$ cat config.mk
export PLATFORM = sky130hd
export DESIGN_NAME = pipeline_decode_flat
export DESIGN_NICKNAME = d
export VERILOG_FILES = /design/src/rtl/pipeline_decode_pkg.sv /design/src/rtl/pipeline_decode_if.sv /design/src/rtl/pipeline_decode_inst.sv /design/src/rtl/pipeline_decode.sv /design/src/flat_wrapper.sv
export SDC_FILE = /design/constraint.sdc
export NUM_CORES = 1
export LEC_CHECK = 0
export ABC_AREA = 1
export CAP_MARGIN = 20
export CORE_MARGIN = 4
export CORE_UTILIZATION = 43
export CTS_BUF_LIST = sky130_fd_sc_hd__clkbuf_16
export DETAILED_ROUTE_END_ITERATION = 16
export PLACE_DENSITY = 0.74
export SYNTH_ARGS = -nofsm -noshare
export SYNTH_HDL_FRONTEND = slang
export SYNTH_SLANG_ARGS = --single-unit
$ cat constraint.sdc
create_clock -name clk -period 3.3 [get_ports clk]
set_input_delay 0.66 -clock clk [delete_from_list [all_inputs] [get_ports clk]]
set_output_delay 0.66 -clock clk [all_outputs]
set_load 0.005 [all_outputs]
$ cat src/rtl/pipeline_decode_pkg.sv
// Shared MIPS decode definitions: opcode/funct encodings, ALU operations,
// early-branch command codes and the registered execute bundle.
package mips_decode_pkg;

  // Primary opcodes
  localparam logic [5:0] OP_SPECIAL = 6'h00;
  localparam logic [5:0] OP_J       = 6'h02;
  localparam logic [5:0] OP_JAL     = 6'h03;
  localparam logic [5:0] OP_BEQ     = 6'h04;
  localparam logic [5:0] OP_BNE     = 6'h05;
  localparam logic [5:0] OP_ADDI    = 6'h08;
  localparam logic [5:0] OP_ADDIU   = 6'h09;
  localparam logic [5:0] OP_SLTI    = 6'h0A;
  localparam logic [5:0] OP_SLTIU   = 6'h0B;
  localparam logic [5:0] OP_ANDI    = 6'h0C;
  localparam logic [5:0] OP_ORI     = 6'h0D;
  localparam logic [5:0] OP_XORI    = 6'h0E;
  localparam logic [5:0] OP_LUI     = 6'h0F;
  localparam logic [5:0] OP_LB      = 6'h20;
  localparam logic [5:0] OP_LH      = 6'h21;
  localparam logic [5:0] OP_LW      = 6'h23;
  localparam logic [5:0] OP_LBU     = 6'h24;
  localparam logic [5:0] OP_LHU     = 6'h25;
  localparam logic [5:0] OP_SB      = 6'h28;
  localparam logic [5:0] OP_SH      = 6'h29;
  localparam logic [5:0] OP_SW      = 6'h2B;

  // SPECIAL funct codes
  localparam logic [5:0] FN_SLL   = 6'h00;
  localparam logic [5:0] FN_SRL   = 6'h02;
  localparam logic [5:0] FN_SRA   = 6'h03;
  localparam logic [5:0] FN_SLLV  = 6'h04;
  localparam logic [5:0] FN_SRLV  = 6'h06;
  localparam logic [5:0] FN_SRAV  = 6'h07;
  localparam logic [5:0] FN_JR    = 6'h08;
  localparam logic [5:0] FN_JALR  = 6'h09;
  localparam logic [5:0] FN_MFHI  = 6'h10;
  localparam logic [5:0] FN_MFLO  = 6'h12;
  localparam logic [5:0] FN_MULT  = 6'h18;
  localparam logic [5:0] FN_MULTU = 6'h19;
  localparam logic [5:0] FN_DIV   = 6'h1A;
  localparam logic [5:0] FN_DIVU  = 6'h1B;
  localparam logic [5:0] FN_ADD   = 6'h20;
  localparam logic [5:0] FN_ADDU  = 6'h21;
  localparam logic [5:0] FN_SUB   = 6'h22;
  localparam logic [5:0] FN_SUBU  = 6'h23;
  localparam logic [5:0] FN_AND   = 6'h24;
  localparam logic [5:0] FN_OR    = 6'h25;
  localparam logic [5:0] FN_XOR   = 6'h26;
  localparam logic [5:0] FN_NOR   = 6'h27;
  localparam logic [5:0] FN_SLT   = 6'h2A;
  localparam logic [5:0] FN_SLTU  = 6'h2B;

  typedef enum logic [4:0] {
    ALU_NOP   = 5'd0,
    ALU_ADD   = 5'd1,
    ALU_ADDU  = 5'd2,
    ALU_SUB   = 5'd3,
    ALU_SUBU  = 5'd4,
    ALU_AND   = 5'd5,
    ALU_OR    = 5'd6,
    ALU_XOR   = 5'd7,
    ALU_NOR   = 5'd8,
    ALU_SLT   = 5'd9,
    ALU_SLTU  = 5'd10,
    ALU_SLL   = 5'd11,
    ALU_SRL   = 5'd12,
    ALU_SRA   = 5'd13,
    ALU_LUI   = 5'd14,
    ALU_MULT  = 5'd15,
    ALU_MULTU = 5'd16,
    ALU_DIV   = 5'd17,
    ALU_DIVU  = 5'd18,
    ALU_MFHI  = 5'd19,
    ALU_MFLO  = 5'd20,
    ALU_LINK  = 5'd21
  } alu_op_e;

  typedef enum logic [3:0] {
    EB_NONE          = 4'h0,
    EB_JUMP          = 4'h1,
    EB_JUMP_LINK     = 4'h3,
    EB_PREDICT_TAKEN = 4'h4
  } eb_cmd_e;

  typedef struct packed {
    logic        valid;
    logic [31:0] pc;
    logic [31:0] inst;
    alu_op_e     alu_op;
    logic [31:0] a;
    logic [31:0] b;
    logic [31:0] rt_val;
    logic [4:0]  dest;
    logic        mem_rd;
    logic        mem_wr;
    logic        hilo_wr;
  } ex_bundle_t;

  function automatic logic [1:0] max2(input logic [1:0] x, input logic [1:0] y);
    return (x > y) ? x : y;
  endfunction

endpackage

$ cat src/rtl/pipeline_decode_if.sv
// Decode-to-execute bundle; decode drives it as master, execute reads as slave.
interface pipeline_decode_if;
  import mips_decode_pkg::*;

  logic        ex_valid;
  logic [31:0] ex_pc;
  logic [31:0] ex_inst;
  alu_op_e     ex_alu_op;
  logic [31:0] ex_a;
  logic [31:0] ex_b;
  logic [31:0] ex_rt_val;
  logic [4:0]  ex_dest;
  logic        ex_mem_rd;
  logic        ex_mem_wr;
  logic        ex_hilo_wr;

  modport master (
    output ex_valid, ex_pc, ex_inst, ex_alu_op, ex_a, ex_b, ex_rt_val,
           ex_dest, ex_mem_rd, ex_mem_wr, ex_hilo_wr
  );

  modport slave (
    input ex_valid, ex_pc, ex_inst, ex_alu_op, ex_a, ex_b, ex_rt_val,
          ex_dest, ex_mem_rd, ex_mem_wr, ex_hilo_wr
  );
endinterface

$ cat src/rtl/pipeline_decode_inst.sv
// Pure combinational instruction decoder: fields, ALU op, source usage,
// destination, extended immediate and class flags.
module decode_inst
  import mips_decode_pkg::*;
(
  input  logic [31:0] inst_i,
  output alu_op_e     alu_op_o,
  output logic [4:0]  rs_o,
  output logic [4:0]  rt_o,
  output logic        use_rs_o,
  output logic        use_rt_o,
  output logic [4:0]  dest_o,
  output logic [31:0] imm_o,
  output logic [4:0]  shamt_o,
  output logic        sel_imm_o,
  output logic        shift_imm_o,
  output logic        shift_var_o,
  output logic        mem_rd_o,
  output logic        mem_wr_o,
  output logic        hilo_wr_o,
  output logic        mfhilo_o,
  output logic        jump_o,
  output logic        jal_o,
  output logic        branch_o,
  output logic        defined_o
);

  logic [5:0]  op;
  logic [5:0]  fn;
  logic [4:0]  rd;
  logic [15:0] imm16;
  logic        zext;
  logic        lui;

  assign op      = inst_i[31:26];
  assign rs_o    = inst_i[25:21];
  assign rt_o    = inst_i[20:16];
  assign rd      = inst_i[15:11];
  assign shamt_o = inst_i[10:6];
  assign fn      = inst_i[5:0];
  assign imm16   = inst_i[15:0];

  // Immediate extension selected by instruction class
  always_comb begin
    imm_o = {{16{imm16[15]}}, imm16};
    if (lui)       imm_o = {imm16, 16'h0};
    else if (zext) imm_o = {16'h0, imm16};
  end

  // Opcode/funct decode into control flags
  always_comb begin
    alu_op_o    = ALU_NOP;
    use_rs_o    = 1'b0;
    use_rt_o    = 1'b0;
    dest_o      = '0;
    sel_imm_o   = 1'b0;
    shift_imm_o = 1'b0;
    shift_var_o = 1'b0;
    mem_rd_o    = 1'b0;
    mem_wr_o    = 1'b0;
    hilo_wr_o   = 1'b0;
    mfhilo_o    = 1'b0;
    jump_o      = 1'b0;
    jal_o       = 1'b0;
    branch_o    = 1'b0;
    defined_o   = 1'b1;
    zext        = 1'b0;
    lui         = 1'b0;
    case (op)
      OP_SPECIAL: begin
        case (fn)
          FN_SLL, FN_SRL, FN_SRA: begin
            use_rt_o    = 1'b1;
            dest_o      = rd;
            shift_imm_o = 1'b1;
            alu_op_o    = (fn == FN_SLL) ? ALU_SLL : (fn == FN_SRL) ? ALU_SRL : ALU_SRA;
          end
          FN_SLLV, FN_SRLV, FN_SRAV: begin
            use_rs_o    = 1'b1;
            use_rt_o    = 1'b1;
            dest_o      = rd;
            shift_var_o = 1'b1;
            alu_op_o    = (fn == FN_SLLV) ? ALU_SLL : (fn == FN_SRLV) ? ALU_SRL : ALU_SRA;
          end
          FN_JR: use_rs_o = 1'b1;
          FN_JALR: begin
            use_rs_o = 1'b1;
            dest_o   = rd;
            alu_op_o = ALU_LINK;
          end
          FN_MFHI, FN_MFLO: begin
            dest_o   = rd;
            mfhilo_o = 1'b1;
            alu_op_o = (fn == FN_MFHI) ? ALU_MFHI : ALU_MFLO;
          end
          FN_MULT, FN_MULTU, FN_DIV, FN_DIVU: begin
            use_rs_o  = 1'b1;
            use_rt_o  = 1'b1;
            hilo_wr_o = 1'b1;
            case (fn)
              FN_MULT:  alu_op_o = ALU_MULT;
              FN_MULTU: alu_op_o = ALU_MULTU;
              FN_DIV:   alu_op_o = ALU_DIV;
              default:  alu_op_o = ALU_DIVU;
            endcase
          end
          FN_ADD, FN_ADDU, FN_SUB, FN_SUBU, FN_AND, FN_OR,
          FN_XOR, FN_NOR, FN_SLT, FN_SLTU: begin
            use_rs_o = 1'b1;
            use_rt_o = 1'b1;
            dest_o   = rd;
            case (fn)
              FN_ADD:  alu_op_o = ALU_ADD;
              FN_ADDU: alu_op_o = ALU_ADDU;
              FN_SUB:  alu_op_o = ALU_SUB;
              FN_SUBU: alu_op_o = ALU_SUBU;
              FN_AND:  alu_op_o = ALU_AND;
              FN_OR:   alu_op_o = ALU_OR;
              FN_XOR:  alu_op_o = ALU_XOR;
              FN_NOR:  alu_op_o = ALU_NOR;
              FN_SLT:  alu_op_o = ALU_SLT;
              default: alu_op_o = ALU_SLTU;
            endcase
          end
          default: defined_o = 1'b0;
        endcase
      end
      OP_J: jump_o = 1'b1;
      OP_JAL: begin
        jal_o    = 1'b1;
        dest_o   = 5'd31;
        alu_op_o = ALU_LINK;
      end
      OP_BEQ, OP_BNE: begin
        branch_o = 1'b1;
        use_rs_o = 1'b1;
        use_rt_o = 1'b1;
        alu_op_o = ALU_SUBU;
      end
      OP_ADDI, OP_ADDIU, OP_SLTI, OP_SLTIU: begin
        use_rs_o  = 1'b1;
        dest_o    = rt_o;
        sel_imm_o = 1'b1;
        case (op)
          OP_ADDI:  alu_op_o = ALU_ADD;
          OP_ADDIU: alu_op_o = ALU_ADDU;
          OP_SLTI:  alu_op_o = ALU_SLT;
          default:  alu_op_o = ALU_SLTU;
        endcase
      end
      OP_ANDI, OP_ORI, OP_XORI: begin
        use_rs_o  = 1'b1;
        dest_o    = rt_o;
        sel_imm_o = 1'b1;
        zext      = 1'b1;
        alu_op_o  = (op == OP_ANDI) ? ALU_AND : (op == OP_ORI) ? ALU_OR : ALU_XOR;
      end
      OP_LUI: begin
        dest_o    = rt_o;
        sel_imm_o = 1'b1;
        lui       = 1'b1;
        alu_op_o  = ALU_LUI;
      end
      OP_LB, OP_LH, OP_LW, OP_LBU, OP_LHU: begin
        use_rs_o  = 1'b1;
        dest_o    = rt_o;
        sel_imm_o = 1'b1;
        mem_rd_o  = 1'b1;
        alu_op_o  = ALU_ADDU;
      end
      OP_SB, OP_SH, OP_SW: begin
        use_rs_o  = 1'b1;
        use_rt_o  = 1'b1;
        sel_imm_o = 1'b1;
        mem_wr_o  = 1'b1;
        alu_op_o  = ALU_ADDU;
      end
      default: defined_o = 1'b0;
    endcase
  end

endmodule

$ cat src/rtl/pipeline_decode.sv
// DECODE stage: selects the current instruction (fetch or hold register),
// detects load-use and HI/LO hazards, raises stall/early-branch commands to
// fetch and registers the decoded bundle towards execute.
module pipeline_decode
  import mips_decode_pkg::*;
#(
  parameter int unsigned MULDIV_LAT     = 3,
  parameter int unsigned LOAD_USE_STALL = 1
) (
  input  logic        clk,
  input  logic        rst,
  input  logic [31:0] pc_in,
  input  logic [31:0] inst_in,
  input  logic        br_late_done,
  output logic [1:0]  stall_request,
  output logic [3:0]  early_branch_cmd,
  output logic [4:0]  rf_raddr_a,
  output logic [4:0]  rf_raddr_b,
  input  logic [31:0] rf_rdata_a,
  input  logic [31:0] rf_rdata_b,
  pipeline_decode_if.master ex
);

  ex_bundle_t  ex_q, ex_d;
  logic        hold_valid_q, hold_valid_d;
  logic [31:0] hold_inst_q, hold_inst_d;
  logic [31:0] hold_pc_q, hold_pc_d;
  logic [1:0]  hilo_cnt_q, hilo_cnt_d;

  logic [31:0] cur_inst, cur_pc;
  alu_op_e     d_alu_op;
  logic [4:0]  d_rs, d_rt, d_dest, d_shamt;
  logic [31:0] d_imm;
  logic        d_use_rs, d_use_rt, d_sel_imm, d_shift_imm, d_shift_var;
  logic        d_mem_rd, d_mem_wr, d_hilo_wr, d_mfhilo;
  logic        d_jump, d_jal, d_branch, d_defined;
  logic        cur_live, lu_hazard, hl_hazard, hazard, issue;

  // Held instruction wins unless a late branch redirected fetch this cycle
  always_comb begin
    cur_inst = inst_in;
    cur_pc   = pc_in;
    if (hold_valid_q && !br_late_done) begin
      cur_inst = hold_inst_q;
      cur_pc   = hold_pc_q;
    end
  end

  decode_inst u_decode (
    .inst_i      (cur_inst),
    .alu_op_o    (d_alu_op),
    .rs_o        (d_rs),
    .rt_o        (d_rt),
    .use_rs_o    (d_use_rs),
    .use_rt_o    (d_use_rt),
    .dest_o      (d_dest),
    .imm_o       (d_imm),
    .shamt_o     (d_shamt),
    .sel_imm_o   (d_sel_imm),
    .shift_imm_o (d_shift_imm),
    .shift_var_o (d_shift_var),
    .mem_rd_o    (d_mem_rd),
    .mem_wr_o    (d_mem_wr),
    .hilo_wr_o   (d_hilo_wr),
    .mfhilo_o    (d_mfhilo),
    .jump_o      (d_jump),
    .jal_o       (d_jal),
    .branch_o    (d_branch),
    .defined_o   (d_defined)
  );

  assign rf_raddr_a = d_rs;
  assign rf_raddr_b = d_rt;

  assign cur_live  = (cur_inst != '0) && d_defined;
  assign lu_hazard = cur_live && ex_q.valid && ex_q.mem_rd && (ex_q.dest != '0) &&
                     ((d_use_rs && (d_rs == ex_q.dest)) || (d_use_rt && (d_rt == ex_q.dest)));
  assign hl_hazard = cur_live && d_mfhilo && (hilo_cnt_q != '0);
  assign hazard    = lu_hazard || hl_hazard;
  assign issue     = cur_live && !hazard;

  // Stall request to fetch: larger of the two hazard demands
  always_comb begin
    stall_request = max2(lu_hazard ? 2'(LOAD_USE_STALL) : 2'd0,
                         hl_hazard ? hilo_cnt_q : 2'd0);
  end

  // Early redirect only for instructions actually issuing this cycle
  always_comb begin
    early_branch_cmd = EB_NONE;
    if (issue) begin
      if (d_jump)                        early_branch_cmd = EB_JUMP;
      else if (d_jal)                    early_branch_cmd = EB_JUMP_LINK;
      else if (d_branch && cur_inst[15]) early_branch_cmd = EB_PREDICT_TAKEN;
    end
  end

  // Next-state: execute bundle, hold register and HI/LO countdown
  always_comb begin
    ex_d         = '0;
    hold_valid_d = 1'b0;
    hold_inst_d  = hold_inst_q;
    hold_pc_d    = hold_pc_q;
    hilo_cnt_d   = (hilo_cnt_q != '0) ? hilo_cnt_q - 2'd1 : 2'd0;
    if (hazard) begin
      hold_valid_d = 1'b1;
      hold_inst_d  = cur_inst;
      hold_pc_d    = cur_pc;
    end
    if (issue) begin
      ex_d.valid   = 1'b1;
      ex_d.pc      = cur_pc;
      ex_d.inst    = cur_inst;
      ex_d.alu_op  = d_alu_op;
      ex_d.rt_val  = rf_rdata_b;
      ex_d.dest    = d_dest;
      ex_d.mem_rd  = d_mem_rd;
      ex_d.mem_wr  = d_mem_wr;
      ex_d.hilo_wr = d_hilo_wr;
      // Shifts operate on rt; amount comes from shamt or rs
      if (d_shift_imm) begin
        ex_d.a = rf_rdata_b;
        ex_d.b = {27'h0, d_shamt};
      end else if (d_shift_var) begin
        ex_d.a = rf_rdata_b;
        ex_d.b = rf_rdata_a;
      end else if (d_jal) begin
        ex_d.a = cur_pc + 32'd8;
        ex_d.b = '0;
      end else begin
        ex_d.a = rf_rdata_a;
        ex_d.b = d_sel_imm ? d_imm : rf_rdata_b;
      end
      if (d_hilo_wr) hilo_cnt_d = 2'(MULDIV_LAT);
    end
  end

  // State registers with synchronous reset
  always_ff @(posedge clk) begin
    if (rst) begin
      ex_q         <= '0;
      hold_valid_q <= 1'b0;
      hold_inst_q  <= '0;
      hold_pc_q    <= '0;
      hilo_cnt_q   <= '0;
    end else begin
      ex_q         <= ex_d;
      hold_valid_q <= hold_valid_d;
      hold_inst_q  <= hold_inst_d;
      hold_pc_q    <= hold_pc_d;
      hilo_cnt_q   <= hilo_cnt_d;
    end
  end

  assign ex.ex_valid   = ex_q.valid;
  assign ex.ex_pc      = ex_q.pc;
  assign ex.ex_inst    = ex_q.inst;
  assign ex.ex_alu_op  = ex_q.alu_op;
  assign ex.ex_a       = ex_q.a;
  assign ex.ex_b       = ex_q.b;
  assign ex.ex_rt_val  = ex_q.rt_val;
  assign ex.ex_dest    = ex_q.dest;
  assign ex.ex_mem_rd  = ex_q.mem_rd;
  assign ex.ex_mem_wr  = ex_q.mem_wr;
  assign ex.ex_hilo_wr = ex_q.hilo_wr;

endmodule
$ cat src/flat_wrapper.sv
// flat-port wrapper written by rule: the top's interface ports become plain ports
module pipeline_decode_flat import mips_decode_pkg::*;
#(
  parameter int unsigned MULDIV_LAT     = 3,
  parameter int unsigned LOAD_USE_STALL = 1
)
  (clk, rst, pc_in, inst_in, br_late_done, stall_request, early_branch_cmd, rf_raddr_a, rf_raddr_b, rf_rdata_a, rf_rdata_b, ex_ex_valid, ex_ex_pc, ex_ex_inst, ex_ex_alu_op, ex_ex_a, ex_ex_b, ex_ex_rt_val, ex_ex_dest, ex_ex_mem_rd, ex_ex_mem_wr, ex_ex_hilo_wr);
  pipeline_decode_if ex_i ();
  input  logic clk;
  input  logic rst;
  input  logic [31:0] pc_in;
  input  logic [31:0] inst_in;
  input  logic br_late_done;
  output logic [1:0] stall_request;
  output logic [3:0] early_branch_cmd;
  output logic [4:0] rf_raddr_a;
  output logic [4:0] rf_raddr_b;
  input  logic [31:0] rf_rdata_a;
  input  logic [31:0] rf_rdata_b;
  output wire logic [$bits(ex_i.ex_valid)-1:0] ex_ex_valid;
  output wire logic [$bits(ex_i.ex_pc)-1:0] ex_ex_pc;
  output wire logic [$bits(ex_i.ex_inst)-1:0] ex_ex_inst;
  output wire logic [$bits(ex_i.ex_alu_op)-1:0] ex_ex_alu_op;
  output wire logic [$bits(ex_i.ex_a)-1:0] ex_ex_a;
  output wire logic [$bits(ex_i.ex_b)-1:0] ex_ex_b;
  output wire logic [$bits(ex_i.ex_rt_val)-1:0] ex_ex_rt_val;
  output wire logic [$bits(ex_i.ex_dest)-1:0] ex_ex_dest;
  output wire logic [$bits(ex_i.ex_mem_rd)-1:0] ex_ex_mem_rd;
  output wire logic [$bits(ex_i.ex_mem_wr)-1:0] ex_ex_mem_wr;
  output wire logic [$bits(ex_i.ex_hilo_wr)-1:0] ex_ex_hilo_wr;
  assign ex_ex_valid = ex_i.ex_valid;
  assign ex_ex_pc = ex_i.ex_pc;
  assign ex_ex_inst = ex_i.ex_inst;
  assign ex_ex_alu_op = ex_i.ex_alu_op;
  assign ex_ex_a = ex_i.ex_a;
  assign ex_ex_b = ex_i.ex_b;
  assign ex_ex_rt_val = ex_i.ex_rt_val;
  assign ex_ex_dest = ex_i.ex_dest;
  assign ex_ex_mem_rd = ex_i.ex_mem_rd;
  assign ex_ex_mem_wr = ex_i.ex_mem_wr;
  assign ex_ex_hilo_wr = ex_i.ex_hilo_wr;
  pipeline_decode #(.MULDIV_LAT(MULDIV_LAT), .LOAD_USE_STALL(LOAD_USE_STALL)) u_core (.clk(clk), .rst(rst), .pc_in(pc_in), .inst_in(inst_in), .br_late_done(br_late_done), .stall_request(stall_request), .early_branch_cmd(early_branch_cmd), .rf_raddr_a(rf_raddr_a), .rf_raddr_b(rf_raddr_b), .rf_rdata_a(rf_rdata_a), .rf_rdata_b(rf_rdata_b), .ex(ex_i));
endmodule
==> impl.org <==
** Outcome
- Status :: finished with violations
- The checks that failed: negative setup slack.

** STA
- Setup repair after global routing could not meet its margin everywhere.
- Setup violations remaining at the end of the flow were counted as 3.
- Dividing the final minimum period by the clock period gives 1.21.
- Clock skew after layout :: 21.8 ps
- Worst slew margin :: 0.516
- The worst path in the final design needs a cycle of between 3000 and 4000 ps, including I/O delays and setup.
- Worst-margin pin slew :: between 700 and 800 ps
- Derived from the worst setup path, the maximum achievable clock frequency is ~0.25 GHz.
- Hold Vio Cnt, Final :: 0
- Final Max Tran Viols :: 0
- Final worst slack :: -694 ps

** Floorplanning
- X dimension of the die :: about 170 µm
- In this run the core area contains 58 standard-cell rows.
- Effective utilization at floorplan :: 0.440
- Die ar. :: approximately 0.029 mm²
- For this design the top-level I/O count stands at around 320.
- Placeable core region :: approximately 0.025 mm²
- The floorplan step set the die height to ~170 µm.

** Placement
- Routability-driven placement finished with a final weighted congestion of between 0.9 and 1.
- Including well taps, the total number of placed cells is 2451.
- Half-perimeter wire length after detailed placement :: ~36 mm
- Number of port buffers :: between 300 and 400

** Finish
- Layout area overhead :: 62.0%
- The library cell used most frequently in the layout, excluding fill and tap cells, is nor2_1.
- The final layout contains ~2300 nets.
- Of the cells placed in the final design, the portion with a size suffix greater than 1 is 0.223.
- The library cells used most frequently in the layout, excluding fill and tap cells, are nor2_1 (339), clkdlybuf4s50_1 (314), buf_4 (259), nand2_1 (250), dfxtp_1 (240).
- Once layout is complete, the utilization of the core stands at 0.712.
- # diodes :: 0
- Final non-filler cell total :: between 2000 and 3000

** Clock tree
- Clock latency on the worst-skew pair, taken at its later pin, is 540 ps.
- Clock root buffer :: clkbuf_16
- In this run the number of H-tree levels came out at 1.
- After clock tree synthesis, the flow added hold-fix buffers numbering 0.
- Clock tree from TritonCTS :: done
- Clk pin slew, worst setup/hold paths :: 60 ps
- The clock passes through at most 3 buffers.
- Total number of clock tree sinks :: 241
- Clock tree synthesis inserted a total of 26 buffers.

** Drt
- The first detailed-routing pass took 6 iterations.
- Summing over every cut layer, the via total after detailed routing is 13100.
- Final WL :: ~47 mm
- For this run, design rule violations remaining after detail routing come to 0.
- After detailed routing, the average wire length per cell comes to between 15 and 20 µm.
- The first routing iteration left roughly 1200 violations.
- Using the TritonRoute via totals, the vias-per-cell ratio works out to a little over 5.
- The count of nets left with antenna violations once routing finished came out at 0.

** Synth
- Synthesis produced a netlist whose cell count is about 1600.
- Sequential share of the synthesized area :: 0.432
- The synthesized netlist contains 50 unique library cells.
- A synthesized cell averages roughly 6.9 µm².
- In this run, synthesis produced a sequential element count of around 240.
- For this run, the number of Yosys warnings is 0.
- Summing every instance area after synthesis gives 0.0112 mm².

** Critical path
- Setup crit start kind :: flop
- Data required time at the worst endpoint :: 2640 ps
- At the worst endpoint, the arrival time is 3330 ps.
- Critical-path maximum fanout :: 7
- CP Class :: flop to primary output
- Endpoint type of the worst setup path :: primary output

** GRT
- The number of global-route vias before repair came to between 10000 and 15000.
- Maximum number of pins on one net before global-route repair :: 66
- Number of antenna violations at the first check in global routing :: 0
- Final global-route overflow total :: 0
- The first global-routing pass estimated 70.4 mm of wire.
- In the global route stage, overall resource usage came out at 0.308.

** Power
- Leak pwr :: between 8 and 9 nW
- Maximum VDD drop :: approximately 0.33 mV
- The design draws just over 7 mW.
- In this run the power density over the cells is about 400 mW/mm².

** Worst hold path
- Hold crit path type :: flop to flop

** Job
- Across the run, the number of max-cap violations was 0.
## per-stage QoR
step                setup TNS, ps  area [µm²]  hold WS, ps  setup slack, ps
floorplan                    -158       11500          444             -158
global route                -1640       18100          502             -868
CTS                         -1300       17900          484             -700
finish                      -1210       18100          483             -694
global placement           -68760       16800          458            -1470
detailed placement         -78380       16800          470            -1490
## report_power, final
part | total [mW] | switching [mW] | internal, mW | leakage [nW]
sequential | 3.03 | 0.0281 | 3.00 | 1.96
clock | 2.93 | 1.22 | 1.71 | 0.433
combinational | 1.21 | 0.578 | 0.635 | 5.85
total | 7.17 | 1.83 | 5.35 | 8.24
## worst paths after layout
| path | from | to | slack, ps | cells past startpoint |
|---|---|---|---|---|
| worst min-delay path | u_core.hold_pc_q[1] | u_core.hold_pc_q[1] | 480 | 2 |
| worst min register to register | u_core.hold_pc_q[1] | u_core.hold_pc_q[1] | 480 | 2 |
| worst max register to register | u_core.hold_valid_q | u_core.ex.ex_a[17] | 190 | 19 |
| worst max-delay path | u_core.hold_valid_q | stall_request[0] | -690 | 18 |
## metal layers
layer,track usage,up-vias,part of all wire
met5,0,-,0
li1,-,6303,-
met3,0.0466,115,0.078
met1,0.416,6038,0.42
met4,0.110,0,0.040
met2,0.505,602,0.46
## cell usage after synthesis (all sizes together)
library cell  number  area share
o21ai            192       0.088
clkinv             1     0.00034
conb               1     0.00034
ha                 2      0.0022
nand4             15      0.0090
o2111ai            1     0.00078
inv              168       0.056
a31oi              1     0.00056
nand3b             4      0.0027
or2               26       0.015
clkbuf            32       0.011
xor2              12      0.0094
o31ai              1     0.00067
nor4               3      0.0017
o221ai             2      0.0016
nor3              43       0.022
or3                1     0.00056
a21oi             42       0.020
o311ai             1     0.00078
o22a               1     0.00078
nand2            301        0.10
nor3b              2      0.0013
a32oi             15       0.012
buf               62       0.034
o21a               1     0.00067
nor2             366        0.13
and3               1     0.00056
a22oi              9      0.0061
a221oi             4      0.0031
o22ai              5      0.0028
nand3             66       0.030
xnor2              1     0.00078
dfxtp            241        0.43
a211oi             1     0.00067
o211ai             5      0.0034
## cells by family after synthesis
group	synth area share
xor gates and xnor gates	0.0102
DFF	0.432
other	0.000336
AOI/OAI and AO/OA	0.142
adders and majority gates	0.00224
buffers and inverters	0.102
and+or+nand+nor	0.312
## final cells by class
cell class                      instances  area (µm²)
Clock inverter                         18         169
Sequential cell                       241        4830
Timing Repair Buffer                  606        5640
Multi-Input combinational cell       1129        5710
Inverter                              169         658
Tap cell                              330         413
Fill cell                            2036        7310
Clock buffer                           27         676
## what timing repair did
action / CTS / global route
cloned: 4 / 2
buffers inserted: 9 / 9
setup endpoints to repair: 13 / 4
pin swaps: 19 / 21
resized for setup: 48 / 28
## sequential cells by signal (all words and copies together), names as in the netlist
register / cells
u_core.ex.ex_a: 32
u_core.ex.ex_b: 32
u_core.ex.ex_inst: 32
u_core.ex.ex_pc: 32
u_core.ex.ex_rt_val: 32
u_core.hold_inst_q: 32
u_core.hold_pc_q: 32
u_core.ex.ex_alu_op: 5
u_core.ex.ex_dest: 5
u_core.hilo_cnt_q: 2
u_core.ex.ex_hilo_wr: 1
u_core.ex.ex_mem_rd: 1
u_core.ex.ex_mem_wr: 1
u_core.ex.ex_valid: 1
u_core.hold_valid_q: 1
## worst max-delay path, cell delays in order (launching register included)
cell and delay, ps:
dfxtp_4 450, nand2_8 120, buf_16 160, buf_4 130
nand2_2 60, nand2_4 70, inv_2 70, o21ai_1 70
nor4_2 380, buf_4 180, nand2_2 40, nand2_2 90
nand2_4 60, ha_4 200, or3_1 340, inv_1 70
nor2_1 40, a21oi_1 110, buf_2 130
No activity file was read; power rests on OpenSTA's default activity.
